==> src/rtl/nibble_unpacker_pkg.sv <==
// Shared definitions for the nibble unpacker: state encoding and default piece width.
package nibble_unpacker_pkg;

  localparam int NIBBLE_W_DEF = 4;

  typedef enum logic [1:0] {
    ST_EMPTY  = 2'd0,
    ST_FIRST  = 2'd1,
    ST_SECOND = 2'd2
  } state_e;

endpackage

==> src/rtl/nibble_unpacker_if.sv <==
// Packed-word input and piece output handshakes of the nibble unpacker.
interface nibble_unpacker_if
  import nibble_unpacker_pkg::*;
#(
  parameter int NIBBLE_W = NIBBLE_W_DEF
);
  logic                  in_valid;
  logic                  in_ready;
  logic [2*NIBBLE_W-1:0] in_data;
  logic                  out_valid;
  logic                  out_ready;
  logic [NIBBLE_W-1:0]   out_data;
  logic                  out_last;

  // master: the surrounding fabric (word producer and piece consumer)
  modport master (
    output in_valid, in_data, out_ready,
    input  in_ready, out_valid, out_data, out_last
  );

  modport slave (
    input  in_valid, in_data, out_ready,
    output in_ready, out_valid, out_data, out_last
  );
endinterface

==> src/rtl/nibble_unpacker.sv <==
// Splits each {hi, lo} word into two NIBBLE_W pieces, one per cycle, with no bubble
// between back-to-back words; counts fully emitted words.
module nibble_unpacker
  import nibble_unpacker_pkg::*;
#(
  parameter int NIBBLE_W  = NIBBLE_W_DEF,
  parameter bit MSB_FIRST = 1'b1,
  parameter int CNT_W     = 8
) (
  input  logic             clk,
  input  logic             rst_n,
  nibble_unpacker_if.slave bus,
  output logic [CNT_W-1:0] word_cnt
);

  localparam int WORD_W = 2 * NIBBLE_W;

  function automatic logic [NIBBLE_W-1:0] first_half(input logic [WORD_W-1:0] w);
    return MSB_FIRST ? w[WORD_W-1:NIBBLE_W] : w[NIBBLE_W-1:0];
  endfunction

  function automatic logic [NIBBLE_W-1:0] second_half(input logic [WORD_W-1:0] w);
    return MSB_FIRST ? w[NIBBLE_W-1:0] : w[WORD_W-1:NIBBLE_W];
  endfunction

  state_e              state_q, state_d;
  logic [NIBBLE_W-1:0] hold_q, hold_d;
  logic [NIBBLE_W-1:0] data_q, data_d;
  logic                valid_q, valid_d;
  logic                last_q, last_d;
  logic [CNT_W-1:0]    cnt_q, cnt_d;
  logic                in_ready;
  logic                in_xfer;
  logic                out_xfer;

  // In SECOND the slot frees exactly when the second piece leaves, enabling reload without a bubble.
  always_comb begin
    in_ready = 1'b0;
    case (state_q)
      ST_EMPTY:  in_ready = 1'b1;
      ST_SECOND: in_ready = bus.out_ready;
      default:   in_ready = 1'b0;
    endcase
  end

  assign in_xfer  = bus.in_valid && in_ready;
  assign out_xfer = valid_q && bus.out_ready;

  always_comb begin
    state_d = state_q;
    hold_d  = hold_q;
    data_d  = data_q;
    valid_d = valid_q;
    last_d  = last_q;
    cnt_d   = cnt_q;
    case (state_q)
      ST_EMPTY: begin
        if (in_xfer) begin
          state_d = ST_FIRST;
          hold_d  = second_half(bus.in_data);
          data_d  = first_half(bus.in_data);
          valid_d = 1'b1;
          last_d  = 1'b0;
        end
      end
      ST_FIRST: begin
        if (out_xfer) begin
          state_d = ST_SECOND;
          data_d  = hold_q;
          last_d  = 1'b1;
        end
      end
      ST_SECOND: begin
        if (out_xfer) begin
          cnt_d = cnt_q + CNT_W'(1);
          if (in_xfer) begin
            state_d = ST_FIRST;
            hold_d  = second_half(bus.in_data);
            data_d  = first_half(bus.in_data);
            valid_d = 1'b1;
            last_d  = 1'b0;
          end else begin
            state_d = ST_EMPTY;
            data_d  = '0;
            valid_d = 1'b0;
            last_d  = 1'b0;
          end
        end
      end
      default: begin
        // Unused encoding: drop any output and return to EMPTY.
        state_d = ST_EMPTY;
        data_d  = '0;
        valid_d = 1'b0;
        last_d  = 1'b0;
      end
    endcase
  end

  always_ff @(posedge clk or negedge rst_n) begin
    if (!rst_n) begin
      state_q <= ST_EMPTY;
      hold_q  <= '0;
      data_q  <= '0;
      valid_q <= 1'b0;
      last_q  <= 1'b0;
      cnt_q   <= '0;
    end else begin
      state_q <= state_d;
      hold_q  <= hold_d;
      data_q  <= data_d;
      valid_q <= valid_d;
      last_q  <= last_d;
      cnt_q   <= cnt_d;
    end
  end

  assign bus.in_ready  = in_ready;
  assign bus.out_valid = valid_q;
  assign bus.out_data  = data_q;
  assign bus.out_last  = last_q;
  assign word_cnt      = cnt_q;

endmodule

==> src/flat_wrapper.sv <==
// flat-port wrapper written by rule: the top's interface ports become plain ports
module nibble_unpacker_flat import nibble_unpacker_pkg::*;
#(
  parameter int NIBBLE_W  = NIBBLE_W_DEF,
  parameter bit MSB_FIRST = 1'b1,
  parameter int CNT_W     = 8
)
  (clk, rst_n, word_cnt, bus_in_valid, bus_in_data, bus_out_ready, bus_in_ready, bus_out_valid, bus_out_data, bus_out_last);
  nibble_unpacker_if #(.NIBBLE_W(NIBBLE_W)) bus_i ();
  input  logic clk;
  input  logic rst_n;
  output logic [CNT_W-1:0] word_cnt;
  input wire logic [$bits(bus_i.in_valid)-1:0] bus_in_valid;
  input wire logic [$bits(bus_i.in_data)-1:0] bus_in_data;
  input wire logic [$bits(bus_i.out_ready)-1:0] bus_out_ready;
  output wire logic [$bits(bus_i.in_ready)-1:0] bus_in_ready;
  output wire logic [$bits(bus_i.out_valid)-1:0] bus_out_valid;
  output wire logic [$bits(bus_i.out_data)-1:0] bus_out_data;
  output wire logic [$bits(bus_i.out_last)-1:0] bus_out_last;
  assign bus_i.in_valid = bus_in_valid;
  assign bus_i.in_data = bus_in_data;
  assign bus_i.out_ready = bus_out_ready;
  assign bus_in_ready = bus_i.in_ready;
  assign bus_out_valid = bus_i.out_valid;
  assign bus_out_data = bus_i.out_data;
  assign bus_out_last = bus_i.out_last;
  nibble_unpacker #(.NIBBLE_W(NIBBLE_W), .MSB_FIRST(MSB_FIRST), .CNT_W(CNT_W)) u_core (.clk(clk), .rst_n(rst_n), .bus(bus_i), .word_cnt(word_cnt));
endmodule
==> config.mk <==
export PLATFORM = sky130hd
export DESIGN_NAME = nibble_unpacker_flat
export DESIGN_NICKNAME = d
export VERILOG_FILES = /design/src/rtl/nibble_unpacker_pkg.sv /design/src/rtl/nibble_unpacker_if.sv /design/src/rtl/nibble_unpacker.sv /design/src/flat_wrapper.sv
export SDC_FILE = /design/constraint.sdc
export NUM_CORES = 1
export LEC_CHECK = 0
export CORE_UTILIZATION = 31
export DETAILED_ROUTE_END_ITERATION = 8
export PLACE_DENSITY = 0.63
export SYNTH_ARGS = -nofsm -noshare
export SYNTH_HDL_FRONTEND = slang
export SYNTH_SLANG_ARGS = --single-unit
==> constraint.sdc <==
create_clock -name clk -period 2.3 [get_ports clk]
set_input_delay 0.46 -clock clk [delete_from_list [all_inputs] [get_ports clk]]
set_output_delay 0.46 -clock clk [all_outputs]
set_load 0.02 [all_outputs]
# ---- After elaboration in Yosys (flattened, before gate mapping)
# Index checks and enable logic that the tools add are counted.
dict set report totals {
  mem_count 0
  out_inout_bits 15
  word_cells 43
  latch_bits 0
  input_bits 12
  register_bits 20
  ramBits 0
  rom_bits 0
}
dict set report op_classes {
  bitwise 1
  div_mod_pow 0
  mul 0
  muxes 22
  n_reduce_logical 8
  n_lt_le_gt_ge 0
  eq_ne 5
  add_sub_neg 1
  n_shift 0
}
# op count
set ops {}
lappend ops {{two-way mux 4 bit} 6}
lappend ops {{case mux 4 bit (3 select lines)} 1}
lappend ops {{adder 8 x 1 -> 8 bit, second input constant} 1}
lappend ops {{case mux 4 bit (2 select lines)} 1}
lappend ops {{two-way mux 1 bit} 7}
lappend ops {{two-way mux 2 bit} 3}
lappend ops {{!= test 2 x 1 -> 1 bit, second input constant} 3}
lappend ops {{case mux 1 bit (3 select lines)} 2}
lappend ops {{case mux 2 bit (3 select lines)} 1}
lappend ops {{AND reduction 3 bit} 2}
lappend ops {{AND reduction 2 bit} 2}
lappend ops {{== test 2 x 1 -> 1 bit, second input constant} 1}
lappend ops {{== test 2 bit, second input constant} 1}
lappend ops {{logical AND 1 bit} 2}
lappend ops {{logical NOT 2 bit} 1}
lappend ops {{case mux 1 bit (2 select lines)} 1}
lappend ops {{nonzero test 2 bit} 1}
lappend ops {{inverter 1 bit} 1}

# ---- Longest topological paths before layout
# Gate-level depths: netlist (run 1).
dict set report depth {
  word_depth 6
  ltp_mapped 4
  depth_no_buf 4
}

# ---- Worst setup path before layout (run 1)
# Ideal clock, no wire load.
dict set report synth_path {
  kind {input to register}
  start {input bus_in_valid}
  end {register u_core.hold_q[0]}
  path_buffers 1
  setup_time_ps 125
  stages 4
  arrival_time_ps 1352
  slack_ps 823
  cell_sequence {buf_2 > and2b_1 > a21boi_2 > mux2_2}
}
dict set report synth_via {
  elab_chain_cells 4
}
# element line_no
set synth_rtl {}
lappend synth_rtl {{start, declared} flat_wrapper.sv:13} ;# input wire logic [$bits(bus_i.in_valid)-1:0] bus_in_valid;
lappend synth_rtl {{logical AND 1 bit *} nibble_unpacker.sv:46} ;# assign in_xfer = bus.in_valid && in_ready;
lappend synth_rtl {{two-way mux 4 bit *} --}
lappend synth_rtl {{two-way mux 4 bit} --}
lappend synth_rtl {{case mux 4 bit (2 select lines) *} --}
lappend synth_rtl {{end signal, assigned} nibble_unpacker.sv:110} ;# hold_q <= hold_d;
lappend synth_rtl {{end, declared} nibble_unpacker.sv:27} ;# logic [NIBBLE_W-1:0] hold_q, hold_d;
# Every way passes the cells marked *; elsewhere a longest branch is shown, timed or not. The select of a mux whose other input is x is not followed.
# A chain may end at the register's enable or synchronous reset.

# ---- Worst setup path in the final report (run 1)
dict set report layout_path {
  start {register u_core.last_q (netlist: u_core.bus.out_last)}
  end {output bus_out_last}
}
# element line_no
set layout_lines {}
lappend layout_lines {{start, declared} nibble_unpacker.sv:30} ;# logic last_q, last_d;
lappend layout_lines {{start signal, assigned} nibble_unpacker.sv:113} ;# last_q <= last_d;
lappend layout_lines {{end, declared} flat_wrapper.sv:19} ;# output wire logic [$bits(bus_i.out_last)-1:0] bus_out_last;
# No word-level cell between the ends.

==> results of run 1 <==
==> power by group through the flow <==
stage	logic [mW]	registers, mW	clock network [mW]
after floorplan	0.365	0.632	0
after global placement	0.677	0.578	0
after detailed placement	0.690	0.582	0
after CTS	0.691	0.576	0.179
after global routing	0.753	0.592	0.195
final	0.681	0.573	0.171
==> area by class of cell <==
cell class | count | area, um2 | area share
Sequential cell | 19 | 475 | 0.355
Multi-Input combinational cell | 64 | 477 | 0.356
Clock inverter | 1 | 5.00 | 0.00374
Timing Repair Buffer | 30 | 293 | 0.219
Inverter | 3 | 11.3 | 0.00841
Tap cell | 44 | 55.1 | 0.0411
Clock buffer | 3 | 22.5 | 0.0168
==> cells in the final DEF (no fill, tap or decap), drive strengths merged, types with 3 or more instances in the layout <==
cell type      netlist  layout
clkdlybuf4s50        0      25
dfrtp               19      19
nand2                8       8
nor2                 6       6
xnor2                5       5
nor2b                5       5
mux2                 4       4
a221oi               4       4
mux2i                4       4
o32ai                4       4
buf                  3       4
inv                  3       3
a21oi                3       3
xor2                 3       3
clkbuf               0       3
==> timing repair <==
item	in CTS	in global routing
gates resized for setup	0	1
hold endpoints to repair	0	0
endpoints found under the setup margin	0	1
==> synth_stat cells, drive strengths merged (2+ instances only) <==
library cell  number  share of area
a21oi              3          0.015
a221oi             4          0.036
buf                3          0.018
dfrtp             19           0.48
inv                3          0.011
mux2               4          0.046
mux2i              4          0.041
nand2              8          0.033
nand3              2          0.010
nor2               6          0.023
nor2b              5          0.032
nor3               2          0.010
o21ai              2          0.010
o32ai              4          0.036
xnor2              5          0.045
xor2               3          0.027
==> final timing paths <==
check,endpoint,cells after the start
max,bus_out_last,1
min,u_core.word_cnt[7],1
max reg2reg,u_core.bus.out_data[0],3
min reg2reg,u_core.word_cnt[7],1
max in group asynchronous,u_core.hold_q[3],2
min in group asynchronous,u_core.word_cnt[4],2
==> routing by layer <==
layer  GRT usage  wire [um]
met1       0.157        950
met2       0.235        986
met3      0.0424         88
met4      0.0204          0
met5           0          0
==> flip-flops by register name, indices dropped and copies added (netlist names) <==
name	cells
u_core.state_q	1
u_core.bus.out_valid	1
u_core.bus.out_last	1
u_core.bus.out_data	4
u_core.word_cnt	8
u_core.hold_q	4
==> through the flow <==
step,hold WS (ns),instances,cell area [um2],power [mW],util
floorplan,0.164,89,981,0.997,-
global placement,0.457,160,1310,1.25,0.432
finish,0.481,164,1340,1.43,0.442
detailed placement,0.465,160,1310,1.27,0.432
CTS,0.481,164,1340,1.45,0.441
global route,0.480,164,1340,1.54,0.442
==> cell families (layout without fill, tap and decap cells) <==
kind of cell             count (synthesis)  after routing  share of synthesized area
multiplexers                             8              8                     0.0867
adder cells (fa/ha/maj)                  1              1                     0.0128
buffers and inverters                    6             37                     0.0293
XOR/XNOR                                 8              8                     0.0714
AND/OR/NAND/NOR                         31             31                      0.189
AO/OA/AOI/OAI                           16             16                      0.126
flip-flops                              19             19                      0.485
==> metrics.md, run 1 <==
| Metric | Value |
|---|---|
| GRT Residual Overflow | 0 |
| Min cycle time layout | 2.10 ns |
| CTS Buf Count | 3 |
| CP Buf/Inv Count | 1 |
| VDD IR max | 0.399 mV |
| Crit-path slowest cell | clkdlybuf4s50_1 |
| Worst setup margin | 0.198 ns |
| Antenna viol nets, final | 0 |
| Peak Freq | between 0.4 and 0.5 GHz |
| Detail Placement HPWL | 1.53 mm |
| Placement-stage worst setup slack | 0.0564 ns |
| H-tree depth | 1 |
| Clock Tree Buf Depth | 2 |
| Leading register cell type out of synthesis | dfrtp_1 |
| Post-CTS Setup Bufs | 0 |
| Crit-path max FO | 13 |
| Post-CTS Hold Buffers | 0 |
| Global-route wire length before repair | about 3.4 mm |
| Count of final hold-check violations | 0 |
| #FFs+latches synth | 19 |
| CTS tree | yes |
| Worst R2R Start | u_core.bus.out_last |
| Vias per std cell | a little under 5 |
| Hold Startpoint | u_core.word_cnt[7] |
| Clk pwr share | 0.120 |
| Wire length per cell | approximately 12 um |
| Reg power frac | 0.402 |
| Initial Utilization | 0.324 |
| Clk root buf | clkbuf_4 |
| Ys async rst share | 1.00 |
| Max-cap violations | 0 |
| Final Setup Violations | 0 |
| Syn Inst Count | between 80 and 90 |
| Drt drc | 0 |
| Hold Path Class | flip-flop to flip-flop |
| Largest net degree at the start of global routing | 20 |
| Status | finished, final reports clean |
| Post-synth EDFFs | 0 |
| Gpl congestion | 0.783 |
| Skew-Pair Late Insertion Delay | 0.29 ns |
| # IOs | 27 |
| Logic pwr share | 0.478 |
| Die Area | about 3400 um2 |
| Worst EP required | 1.84 ns |
| # nets final | 134 |
| Seq/Total Area, Yosys | 0.485 |
| Pins Over Slew Limit | 0 |
| Unrepaired setup endpoints after global routing | false |
| Vias | 788 |
| Sw frac | 0.391 |
| Initial DRT Pass Iterations | 4 |
| Critical path class | flip-flop to primary output |
| Leakage power | ~0.57 nW |
| Arrival time worst endpoint | 1.64 ns |
| Share of cells above drive strength 1 | 0.150 |
| Critical path origin | u_core.bus.out_last |
| Filler instances | 307 |
| Initial antenna violation count | 0 |
| Synth Net Count | 102 |
| CP peak stage delay | 0.70 ns |
| Final period util | 0.914 |
| Die Y | 58.3 um |
| R2r setup slk | between 0.7 and 0.8 ns |
| Synth unique cells | 30 |
| Setup TNS | 0 ns |
| Core Box Area | approximately 3000 um2 |
| Synthesis Warnings | 0 |
| WL final | 2.03 mm |
| Antenna fix cells | 0 |
| CTS Sinks | 19 |
| Initial DRC count | 10 |
| Avg Synthesized Cell Area | 11.0 um2 |
| Number of port buffers | 26 |
| Row Count | 20 |
| Mapped Area | 981 um2 |
| Measured slew at the worst slew-check pin | 0.464 ns |
| CP endpoint kind | primary output |
| CP Launch Type | flip-flop |
| Setup Skew | 0.00321 ns |
| Crit-path cells | clkdlybuf4s50_1 |
| Slew HR | 0.691 |
| Vias in the first global route | 799 |
| Synth-to-layout area growth | 36.5% |
| Die width | 58.3 um |
| Net switching power | 0.557 mW |
| Pint | 0.868 mW |
| Pwr/cell area | 1060 nW/um2 |
| Largest delay share family, worst path | buffers and inverters |
| GRT Resource Usage Total | 0.131 |
| Worst-path clk slew | between 0.1 and 0.15 ns |
No activity file was read; power rests on OpenSTA's default activity.
==> run 2, diff against run 1 <==
- PLACE_DENSITY: 0.63 -> 0.65
- clock period: 2.3 -> 1.84 ns (I/O delays scaled with it)
==> run 2 against run 1 <==
  * Register-to-register slack lost 0.47 ns
  * Largest power group unchanged
  * Total power grew 28%
  * Cell area grew 1.7%
  * Sequential share of layout area shrank 0.50 points
  * Via count grew 2.0%
  * First-iteration DRC count grew to 3.4 times the previous value
  * Global-route usage grew 1.9 points
  * Routed wire length grew 5.3%
  * Final cell count grew 1.8%
  * Highest routed layer is now met4
  * Clock power grew 28%
  * Worst setup slack lost 0.11 ns
==> metrics.md, run 2 (synthesis gave the netlist of run 1 again) <==
| Metric | Value |
|---|---|
| Worst EP required | 1.47 ns (-0.37 ns) |
| Max reg flops | 8 (unchanged) |
| Pins Over Slew Limit | 0 (unchanged) |
| FF-to-FF End | u_core.hold_q[3] |
| Unrepaired setup endpoints after global routing | false |
| Initial DRT Pass Iterations | 2 (-2) |
| Final std cells w/o fill | 167 (+1.8%) |
| Vias per std cell | 4.81 (+0.20%) |
| Antenna viol nets, final | 0 (unchanged) |
| Antenna fix cells | 0 (unchanged) |
| CP endpoint kind | primary output |
| Core Box Area | 3030 um2 (unchanged) |
| Placement-stage worst setup slack | -0.204 ns (-0.261 ns) |
| Clock Tree Buf Depth | 2 (unchanged) |
| Reg area | 477 um2 (+0.26%) |
| Most common cell after layout, fill and taps aside | clkdlybuf4s50_1 |
| Initial Utilization | 0.324 (unchanged) |
| # nets final | 137 (+2.2%) |
| Setup TNS | 0 ns (unchanged) |
| VDD IR max | 0.703 mV (+76%) |
| CP peak stage delay | 0.49 ns (-0.21 ns) |
| GRT Resource Usage Total | 0.150 (+0.0189) |
| Largest net degree at the start of global routing | 20 (unchanged) |
| Max-cap violations | 0 (unchanged) |
| Gpl congestion | 0.767 (-2.0%) |
| Crit-path max FO | 2 (-11) |
| Wire length per cell | 12.8 um (+3.4%) |
| Row Count | 20 (unchanged) |
| Critical path class | input port to primary output |
| Area occupied by multi-input gates | 477 um2 (unchanged) |
| Initial DRC count | 34 (+24) |
| CTS Buf Count | 3 (unchanged) |
| Skew-Pair Late Insertion Delay | 0.31 ns (+0.02 ns) |
| Vias | 804 (+2.0%) |
| Crit-path cells | clkdlybuf4s50_1 > inv_1 > a21oi_1 > dlygate4sd2_1 |
| Hold Path Class | input port to async pin |
| GRT Residual Overflow | 0 (unchanged) |
| Worst Hold Slack | 0.393 ns (-0.0887 ns) |
| Most frequent cells in the layout | clkdlybuf4s50_1, dfrtp_1, nand2_1, buf_4, nor2_1 |
| Drt drc | 0 (unchanged) |
| Detail Placement HPWL | 1.58 mm (+2.9%) |
| Pwr/cell area | 1340 nW/um2 (+25%) |
| Pwr Total | 1.82 mW (+28%) |
| Clk root buf | clkbuf_4 |
| Vias in the first global route | 823 (+3.0%) |
| Status | finished, final reports clean |
| CTS Sinks | 19 (unchanged) |
| Global-route wire length before repair | 3.83 mm (+12%) |
| Placed cell area | 1330 um2 (+1.7%) |
| CP Launch Type | input port |
| Peak Freq | 0.570 GHz |
| Number of port buffers | 26 (unchanged) |
| Share of cells above drive strength 1 | 0.179 (+0.0289) |
| Synth-to-layout area growth | 38.8% |
| Min cycle time layout | 1.75 ns |
| Count of final hold-check violations | 0 (unchanged) |
| Post-route design area | 1360 um2 (+1.7%) |
| Filler instances | 300 (-2.3%) |
| Measured slew at the worst slew-check pin | 0.366 ns (-0.0978 ns) |
| Worst setup margin | 0.0854 ns (-0.113 ns) |
| R2r setup slk | 0.27 ns (-0.47 ns) |
| Die width | 58.3 um (unchanged) |
| Leakage power | 0.585 nW (+1.7%) |
| WL final | 2.13 mm (+5.3%) |
| CTS tree | yes |
| Final period util | 0.954 |
| Die Y | 58.3 um (unchanged) |
| H-tree depth | 1 (unchanged) |
| FF-to-FF path depth | 4 (+1) |
| Arrival time worst endpoint | 1.39 ns (-0.25 ns) |
| Die Area | 3390 um2 (unchanged) |
| Worst-path clk slew | 0.12 ns (about the same) |
| Crit-path slowest cell | clkdlybuf4s50_1 |
| Worst R2R Start | u_core.state_q[0] |
| Final Core Density | 0.450 (+0.00744) |
| Slew HR | 0.754 (+0.0634) |
| Initial antenna violation count | 0 (unchanged) |
| Setup Skew | 0.00753 ns (+0.00432 ns) |
| Dpl cells | 163 (+1.9%) |
| # IOs | 27 (unchanged) |
| Final Setup Violations | 0 (unchanged) |
[run 2: worst max-delay path by stage]
stage / from / end / slack, ns / cells after the start
2_1_floorplan: u_core.bus.out_valid / u_core.hold_q[0] / 0.42 / 3
3_3_place_gp: bus_out_ready / bus_in_ready / -0.22 / 4
3_5_place_dp: bus_out_ready / bus_in_ready / -0.20 / 4
4_1_cts: u_core.bus.out_valid / bus_out_valid / 0.03 / 1
5_1_grt: bus_out_ready / bus_in_ready / 0.007 / 4
6_report: bus_out_ready / bus_in_ready / 0.09 / 4
[run 2: cell type report]
type                       instances  share of cell area
clock buffer                       3              0.0165
clock inverter                     1             0.00368
inverter                           3             0.00827
multi-input combinational         64               0.350
sequential                        19               0.350
tap                               44              0.0404
timing repair buffer              33               0.231
[run 2: timing repair]
| action | in CTS | in global routing |
|---|---|---|
| setup endpoints to repair | 2 | 1 |
| setup buffers | 0 | 0 |
| cloned | 0 | 0 |
| hold buffers | 0 | 0 |
| gates resized for setup | 2 | 1 |
[run 2: power breakdown]
group	switching, mW	total (mW)	internal, mW	leakage [nW]
sequential	0.130	0.697	0.567	0.233
combinational	0.453	0.903	0.450	0.334
clock	0.138	0.219	0.0812	0.0177
[run 2: per-layer routing]
| layer | part of all wire | vias up | track usage |
|---|---|---|---|
| met3 | 0.049 | 2 | 0.0513 |
| met4 | 0.0056 | 0 | 0.0306 |
| met5 | 0 | - | 0 |
| li1 | - | 388 | - |
| met2 | 0.50 | 25 | 0.271 |
| met1 | 0.44 | 389 | 0.172 |
[run 2: worst max-delay path, delay by kind of cell]
kind	cells	cell delay, ns
buf+inv	3	0.89
compound gates	1	0.13
